`src/rtl/lsu_pkg.sv`:
```
// Shared encodings and lane helpers for the load/store unit.
package lsu_pkg;

  typedef enum logic [2:0] {
    SZ_B  = 3'b000,
    SZ_H  = 3'b001,
    SZ_W  = 3'b010,
    SZ_BU = 3'b100,
    SZ_HU = 3'b101
  } mem_size_e;

  typedef enum logic [1:0] {
    IDLE,
    ACCESS,
    DONE,
    ERR
  } lsu_state_e;

  function automatic logic access_ok(input logic [2:0] size, input logic [1:0] alo);
    case (size)
      SZ_B, SZ_BU: access_ok = 1'b1;
      SZ_H, SZ_HU: access_ok = ~alo[0];
      SZ_W:        access_ok = (alo == 2'b00);
      default:     access_ok = 1'b0;
    endcase
  endfunction

  function automatic logic [3:0] byte_en(input logic [2:0] size, input logic [1:0] alo);
    case (size)
      SZ_B, SZ_BU: byte_en = 4'b0001 << alo;
      SZ_H, SZ_HU: byte_en = alo[1] ? 4'b1100 : 4'b0011;
      default:     byte_en = 4'b1111;
    endcase
  endfunction

  // Store data is replicated so every enabled lane already holds the right bytes.
  function automatic logic [31:0] lane_data(input logic [2:0] size, input logic [31:0] wd);
    case (size)
      SZ_B, SZ_BU: lane_data = {4{wd[7:0]}};
      SZ_H, SZ_HU: lane_data = {2{wd[15:0]}};
      default:     lane_data = wd;
    endcase
  endfunction

endpackage

```
`src/rtl/lsu_load_extend.sv`:
```
// Selects the addressed byte/halfword of a memory word and sign/zero-extends it.
module lsu_load_extend
  import lsu_pkg::*;
(
  input  logic [31:0] i_rdata,
  input  logic [1:0]  i_alo,
  input  logic [2:0]  i_size,
  output logic [31:0] o_data
);

  logic [7:0]  w_byte;
  logic [15:0] w_half;

  always_comb begin
    w_byte = i_rdata[{i_alo, 3'b000} +: 8];
    w_half = i_alo[1] ? i_rdata[31:16] : i_rdata[15:0];
    case (i_size)
      SZ_B:    o_data = {{24{w_byte[7]}}, w_byte};
      SZ_BU:   o_data = {24'd0, w_byte};
      SZ_H:    o_data = {{16{w_half[15]}}, w_half};
      SZ_HU:   o_data = {16'd0, w_half};
      default: o_data = i_rdata;
    endcase
  end

endmodule

```
`src/rtl/load_store_unit.sv`:
```
// Cpu data port to word memory bridge with req/ack handshake, lane steering and load extension.
// Optional LSU_TIMEOUT_EN aborts an ACCESS after TIMEOUT_CYC cycles without dm_ack.
module load_store_unit
  import lsu_pkg::*;
#(
  parameter int unsigned ADDR_W      = 10,
  parameter int unsigned TIMEOUT_CYC = 16
) (
  input  logic              CLK,
  input  logic              RESET,
  input  logic              MemReq,
  input  logic              MemWE,
  input  logic [2:0]        MemSize,
  input  logic [31:0]       MemA,
  input  logic [31:0]       MemWD,
  output logic [31:0]       MemRD,
  output logic              Stall,
  output logic              MemErr,
  output logic              dm_req,
  output logic              dm_we,
  output logic [3:0]        dm_be,
  output logic [ADDR_W-1:0] dm_addr,
  output logic [31:0]       dm_wdata,
  input  logic [31:0]       dm_rdata,
  input  logic              dm_ack
);

  lsu_state_e        r_state;
  logic              r_req;
  logic              r_we;
  logic [3:0]        r_be;
  logic [ADDR_W-1:0] r_addr;
  logic [31:0]       r_wdata;
  logic [31:0]       r_rd;
  logic              r_err;
  logic [2:0]        r_size;
  logic [1:0]        r_alo;
  logic [31:0]       w_ext;
  logic              w_ok;
  logic              w_unused;

`ifdef LSU_TIMEOUT_EN
  localparam int unsigned TCNT_W = $clog2(TIMEOUT_CYC) + 1;
  logic [TCNT_W-1:0] r_tcnt;
  logic              w_expired;
  assign w_expired = (r_tcnt == TCNT_W'(TIMEOUT_CYC - 1));
  assign w_unused  = ^MemA[31:ADDR_W+2];
`else
  assign w_unused  = ^MemA[31:ADDR_W+2] ^ (TIMEOUT_CYC == 0);
`endif

  assign w_ok = access_ok(MemSize, MemA[1:0]);

  lsu_load_extend u_load_extend (
    .i_rdata (dm_rdata),
    .i_alo   (r_alo),
    .i_size  (r_size),
    .o_data  (w_ext)
  );

  always_ff @(posedge CLK or negedge RESET) begin
    if (!RESET) begin
      r_state <= IDLE;
      r_req   <= 1'b0;
      r_we    <= 1'b0;
      r_be    <= '0;
      r_addr  <= '0;
      r_wdata <= '0;
      r_rd    <= '0;
      r_err   <= 1'b0;
      r_size  <= '0;
      r_alo   <= '0;
`ifdef LSU_TIMEOUT_EN
      r_tcnt  <= '0;
`endif
    end else begin
      case (r_state)
        IDLE: begin
          if (MemReq) begin
            if (w_ok) begin
              r_req   <= 1'b1;
              r_we    <= MemWE;
              r_be    <= byte_en(MemSize, MemA[1:0]);
              r_addr  <= MemA[ADDR_W+1:2];
              r_wdata <= lane_data(MemSize, MemWD);
              r_size  <= MemSize;
              r_alo   <= MemA[1:0];
`ifdef LSU_TIMEOUT_EN
              r_tcnt  <= '0;
`endif
              r_state <= ACCESS;
            end else begin
              r_err   <= 1'b1;
              r_state <= ERR;
            end
          end
        end
        ACCESS: begin
          if (dm_ack) begin
            r_req <= 1'b0;
            if (!r_we) r_rd <= w_ext;
            r_state <= DONE;
          end
`ifdef LSU_TIMEOUT_EN
          else if (w_expired) begin
            r_req   <= 1'b0;
            r_err   <= 1'b1;
            r_state <= ERR;
          end else begin
            r_tcnt <= r_tcnt + 1'b1;
          end
`endif
        end
        DONE: r_state <= IDLE;
        ERR: begin
          r_err   <= 1'b0;
          r_state <= IDLE;
        end
        default: r_state <= IDLE;
      endcase
    end
  end

  assign Stall    = ((r_state == IDLE) && MemReq) || (r_state == ACCESS);
  assign MemRD    = r_rd;
  assign MemErr   = r_err;
  assign dm_req   = r_req;
  assign dm_we    = r_we;
  assign dm_be    = r_be;
  assign dm_addr  = r_addr;
  assign dm_wdata = r_wdata;

endmodule

```
`config.mk`:
```
export PLATFORM = sky130hd
export DESIGN_NAME = load_store_unit
export DESIGN_NICKNAME = d
export VERILOG_FILES = /design/src/rtl/lsu_pkg.sv /design/src/rtl/lsu_load_extend.sv /design/src/rtl/load_store_unit.sv
export SDC_FILE = /design/constraint.sdc
export NUM_CORES = 1
export LEC_CHECK = 0
export BUFFER_PORTS_ARGS = -buffer_cell sky130_fd_sc_hd__buf_2
export CELL_PAD_IN_SITES_DETAIL_PLACEMENT = 1
export CELL_PAD_IN_SITES_GLOBAL_PLACEMENT = 2
export CORE_MARGIN = 4
export CORE_UTILIZATION = 28
export CTS_BUF_LIST = sky130_fd_sc_hd__clkbuf_8
export DETAILED_ROUTE_END_ITERATION = 7
export GPL_TIMING_DRIVEN = 0
export PLACE_DENSITY_LB_ADDON = 0.1
export SETUP_SLACK_MARGIN = 0.5
export SYNTH_ARGS = -nofsm -noshare
export SYNTH_HDL_FRONTEND = slang
export SYNTH_SLANG_ARGS = --single-unit
export TNS_END_PERCENT = 5
```
`constraint.sdc`:
```
create_clock -name CLK -period 2.4 [get_ports CLK]
set_clock_uncertainty 0.05 [all_clocks]
set_input_delay 0.24 -clock CLK [delete_from_list [all_inputs] [get_ports CLK]]
set_output_delay 0.24 -clock CLK [all_outputs]
set_load 0.01 [all_outputs]
```
==> results_dict.tcl, run 1 <==
set metrics [dict create \
    layout_commonest_cell "buf_2" \
    syn_inst 426 \
    hold_start "MemA[10]" \
    layout_common_cells "buf_2, dfrtp_1, nand2_1" \
    async_reset_ff_frac 1.00 \
    slowest_delay_ns 0.42 \
    crit_fanout 10 \
    criticalPathCategory "reg -> reg" \
    first_global_vias 4103 \
    worstMarginPinSlew_ns 0.977 \
    die_area_um2 17100 \
    root_buffer "clkbuf_8" \
    r2r_end "MemRD[18]" \
    p_leak_nw 2.79 \
    ios 186 \
    port_buffers 165 \
    cts_max_path_buffers 2 \
    outcome "finished clean" \
    r2r_setup_slack_ns 0.50 \
    worstPathCellList "nand4bb_1, buf_6, a211o_1, or3_1, buf_6, buf_8, nand3_2" \
    finalHoldViolations 0 \
    wirelength_um 14300 \
    maxSlewViolCount 0 \
    row_count 44 \
    finalWeightedCongestion 0.785 \
    cp.depth 7 \
    rsz0062_at_grt "true" \
    critPathSlowestCell "dfrtp_1" \
    finalPower_mw 6.40 \
    seq_area_frac_synth 0.521 \
    critPathBufInv 3 \
    min_period_ns 1.90 \
    period_share 0.792 \
    cellPowerDensity_nw_per_um2 1150 \
    grt_first_pass_wirelength_um 22500 \
    cap_violations 0 \
    antenna_found_initial 0 \
    fmax_ghz 0.526 \
    initial_core_util 0.289 \
    cts_buffers 9 \
    post_drt_wl_per_cell_um 18.0 \
    vias 3827 \
    end_kind "flop" \
    start_kind "flop" \
    die-height_um 131 \
    worstRegToRegCells 7 \
    syn_to_final_growth_pct 31.1 \
    cts_tree "yes" \
    worst_ir_drop_vdd_v 0.000432 \
    ys_warn_count 0 \
    synth_top_area_frac 0.521 \
    antenna_cells 0 \
    grt_max_degree 58 \
    cp_top_family "simple AND/OR/NAND/NOR gates" \
    synth_edf_count 0 \
    ant_nets 0 \
    synth_top_area_cell "dfrtp_1" \
    hold_end "dm_addr[8]" \
    htree_levels 3 \
    cts.clk_slew.worst_paths_ns 0.09 \
    r2r_start "dm_we" \
    drc 0 \
    arrival_ns 2.15 \
    die_w_um 131 \
    clock_latency_ns 0.37 \
    clock-sinks 88 \
    setup_violations 0 \
    nets 713 \
    synth-seq-cells 88 \
    drt_iter0_drc 104 \
    track_usage 0.171 \
    min_path_type "in -> reg" \
    syn_area_um2 4230 \
    synthFlopType "dfrtp_1" \
    path_common_cell "buf_6" \
    max-slew-margin-rel 0.346 \
    hold_depth 2 \
    viasPerCell 4.81 \
    setup_ws_ns 0.499 \
    hpwl_um 10900 \
    syn_nets 530 \
    cp.required_ns 2.65 \
    fin_setup_tns_ns 0 \
    ys_types 37 \
    drive_gt1_frac 0.398 \
    ys_top_cells_by_area "dfrtp_1, mux2_2, mux2i_1" \
    overflow 0 \
    coreArea_um2 14600 \
    drt_pass1_iterations 4 \
    dp_slack_ns 0.243 \
    syn_avg_cell_area_um2 9.93 \
]
-- cells in the mapped netlist (2+ instances only) --
master	instances
nand3_2	10
nand2b_1	2
o22ai_1	2
nor2_1	28
a21o_1	6
clkbuf_1	22
inv_1	8
nand3b_1	6
nor2b_1	2
buf_1	3
a21oi_1	34
mux2i_1	26
nand2_1	64
buf_2	5
mux2_2	29
a31oi_1	2
o21ai_0	41
nor4bb_1	2
dfrtp_1	88
nand3_1	29
-- layout make-up --
class | count | area (µm²)
flip-flops and latches | 88 | 2200
inverters | 8 | 30.0
clock buffers | 9 | 124
repair buffers | 172 | 903
plain buffers | 32 | 163
clock inverters | 4 | 17.5
fillers | 1747 | 9100
well taps | 184 | 230
multi-input cells | 298 | 1870
-- logic make-up after synthesis --
logic type      synth area share
compound gates             0.123
buf+inv                   0.0414
flops                      0.521
mux                        0.144
simple gates               0.171
-- registers in the layout, summed over array words and instances (netlist names) --
| name | count |
|---|---|
| dm_req | 1 |
| dm_addr | 10 |
| r_alo | 2 |
| dm_be | 4 |
| r_state | 2 |
| dm_we | 1 |
| MemErr | 1 |
| r_size | 3 |
| MemRD | 32 |
| dm_wdata | 32 |
-- how the worst max path moves through the flow --
stage	slack, ns	startpoint	to
floorplan	0.63	dm_we	MemRD[16]
global placement	0.09	RESET	dm_wdata[19]
detailed placement	0.24	r_state[1]	MemRD[17]
CTS	0.39	r_alo[0]	MemRD[10]
global route	0.42	dm_we	MemRD[18]
finish	0.50	dm_we	MemRD[18]
-- power by group --
part	total (mW)	internal, mW	switching (mW)	leakage (nW)
combinational	2.93	1.26	1.67	1.64
sequential	2.60	2.20	0.396	1.07
clock	0.871	0.349	0.522	0.0832
-- stage by stage --
stage	instances	area (µm²)	utilization	hold WS (ns)
detailed placement	776	5320	0.363	0.179
floorplan	426	4230	-	-0.106
finish	795	5550	0.379	0.0471
CTS	790	5470	0.374	0.0195
global route	795	5550	0.379	0.0201
global placement	775	5290	0.361	0.408
-- routing by layer --
| metal | routed length [µm] | up-vias | global-route usage |
|---|---|---|---|
| met5 | 0 | - | 0 |
| met4 | 168 | 0 | 0.0405 |
| met3 | 1060 | 13 | 0.0634 |
| met2 | 7020 | 114 | 0.289 |
| met1 | 6050 | 1863 | 0.207 |
| li1 | - | 1837 | - |
-- what timing repair did --
action | 4_1_cts | 5_1_grt
endpoints found under the setup margin | 76 | 80
hold buffers | 1 | 0
hold endpoints to repair | 31 | 0
setup buffers | 0 | 5
pin swaps | 0 | 1
resized for setup | 4 | 16
No activity file was read; power rests on OpenSTA's default activity.
==> run 2, diff against run 1 <==
CORE_UTILIZATION = 26   (was 28)
clock period = 1.6 ns   (was 2.4 ns; I/O delays follow)
==> run 2 against run 1 <==
Compared with the run above:
- the run now ends with negative setup slack left
- fmax grew 8.2%
- non-clock buffer count is 21 higher
- via count increased by 3.2%
- utilization up 1.1 points
- register-to-register slack worse by 0.66 ns
- flip-flop and latch count unchanged
- clock power is 96% higher
- setup slack lost 0.66 ns
- largest cell class unchanged
==> results_dict.tcl, run 2 (synthesized netlist as in run 1, its figures left out) <==
set metrics [dict create \
    grt_use_met1 0.215 \
    setup_ws_ns -0.156 \
    clock-sinks 88 \
    crit_fanout 5 \
    antenna_found_initial 3 \
    fmax_ghz 0.569 \
    drt_iter0_drc 136 \
    cts.clk_slew.worst_paths_ns 0.09 \
    drive_gt1_frac 0.429 \
    viasPerCell 4.64 \
    overflow 0 \
    finalPower_mw 10.8 \
    finalWeightedCongestion 0.722 \
    start_kind "flop" \
    drt_pass1_iterations 4 \
    dpl.cell_count 808 \
    die-height_um 136 \
    row_count 46 \
    outcome "finished with violations" \
    min_period_ns 1.76 \
    period_share 1.10 \
    worstMarginPinSlew_ns 1.01 \
    ios 186 \
    fill_cells 1895 \
    nets 734 \
    end_kind "flop" \
    grt_max_degree 62 \
    p_leak_nw 3.07 \
    die_area_um2 18400 \
    layout.cells.non_filler 851 \
    drc 0 \
    rsz0062_at_grt "true" \
    grt_util_met2 0.291 \
    grt_util_met3 0.0487 \
    post_drt_wl_per_cell_um 18.1 \
    busiest_layer "met2" \
    clock_latency_ns 0.37 \
    max-slew-margin-rel 0.325 \
    timing.hold.ws_ns 0.0202 \
    cellPowerDensity_nw_per_um2 1740 \
    cts_max_path_buffers 2 \
    coreArea_um2 15900 \
    track_usage 0.172 \
    cap_violations 0 \
    wirelength_um 15400 \
    grt_first_pass_wirelength_um 24500 \
    vias 3950 \
    die_w_um 136 \
    finalHoldViolations 0 \
    layout_commonest_cell "buf_2" \
    root_buffer "clkbuf_8" \
    first_global_vias 4376 \
    ant_nets 0 \
    violations "negative setup slack" \
    port_buffers 165 \
    criticalPathCategory "reg -> reg" \
    htree_levels 3 \
    layout_common_cells "buf_2, dfrtp_1, nand2_1" \
    hpwl_um 11500 \
    cts_buffers 9 \
    min_path_type "in -> reg" \
    final_util 0.390 \
    cts_tree "yes" \
    setup_violations 41 \
    worst_ir_drop_vdd_v 0.000588 \
    initial_core_util 0.266 \
    arrival_ns 2.02 \
    dp_slack_ns -0.788 \
    maxSlewViolCount 0 \
    syn_to_final_growth_pct 46.4 \
    cp.required_ns 1.86 \
]
run 2: cell types whose count changed in the layout (fill, tap and decap cells not counted), sizes merged:
cell,delta
bufinv,+2
buf,+10
diode,+1
dlygate4sd3,+16
clkinvlp,+1
clkinv,-2
inv,+1
clkbuf,-5
run 2: layout make-up:
type	instances	area (µm²)	share of cell area
clock inverter	6	78.8	0.0127
buffer	32	258	0.0416
clock buffer	9	124	0.0200
tap	216	270	0.0436
multi-input combinational	298	1940	0.313
timing repair buffer	193	1290	0.208
inverter	8	30.0	0.00485
antenna	1	2.50	0.000404
sequential	88	2210	0.356
run 2: stage by stage:
stage / cell area, µm² / TNS (ns)
after global placement: 5330 / -96.55
after global routing: 6190 / -8.22
final: 6190 / -4.10
after detailed placement: 5360 / -37.53
after floorplan: 4230 / -3.02
after CTS: 6100 / -10.36
run 2: path summary, 6_finish.rpt:
check / from / endpoint / slack (ns) / cells past startpoint
min reg2reg: MemRD[30] / MemRD[30] / 0.44 / 2
max: dm_we / MemRD[19] / -0.16 / 7
max reg2reg: dm_we / MemRD[19] / -0.16 / 7
min: MemWD[1] / dm_wdata[1] / 0.02 / 2
max in group asynchronous: RESET / r_alo[0] / 0.71 / 3
min in group asynchronous: RESET / MemRD[26] / 0.17 / 2
run 2: report_power, final:
group,internal [mW],switching [mW],total [mW]
clock,0.856,0.850,1.71
combinational,2.45,2.62,5.07
sequential,3.30,0.690,3.99
run 2: critical path, stage by stage, from the launching register on:
cell	delay [ns]
dfrtp_1	0.40
nand4bb_1	0.21
buf_6	0.14
a211o_1	0.23
or3_1	0.32
buf_6	0.15
buf_12	0.13
nand3_2	0.05
run 2: timing repair:
action | CTS | global route
setup buffers | 8 | 1
endpoints found under the hold margin | 43 | 0
gates cloned | 1 | 0
resized for setup | 79 | 29
endpoints found under the setup margin | 167 | 185
hold buffers | 17 | 0
pin swaps | 5 | 3
run 2: per-layer routing:
layer  wire length [µm]  up-vias
li1                   -     1889
met1               6530     1922
met2               7580      113
met3               1050       22
met4                218        4
met5                 25        -
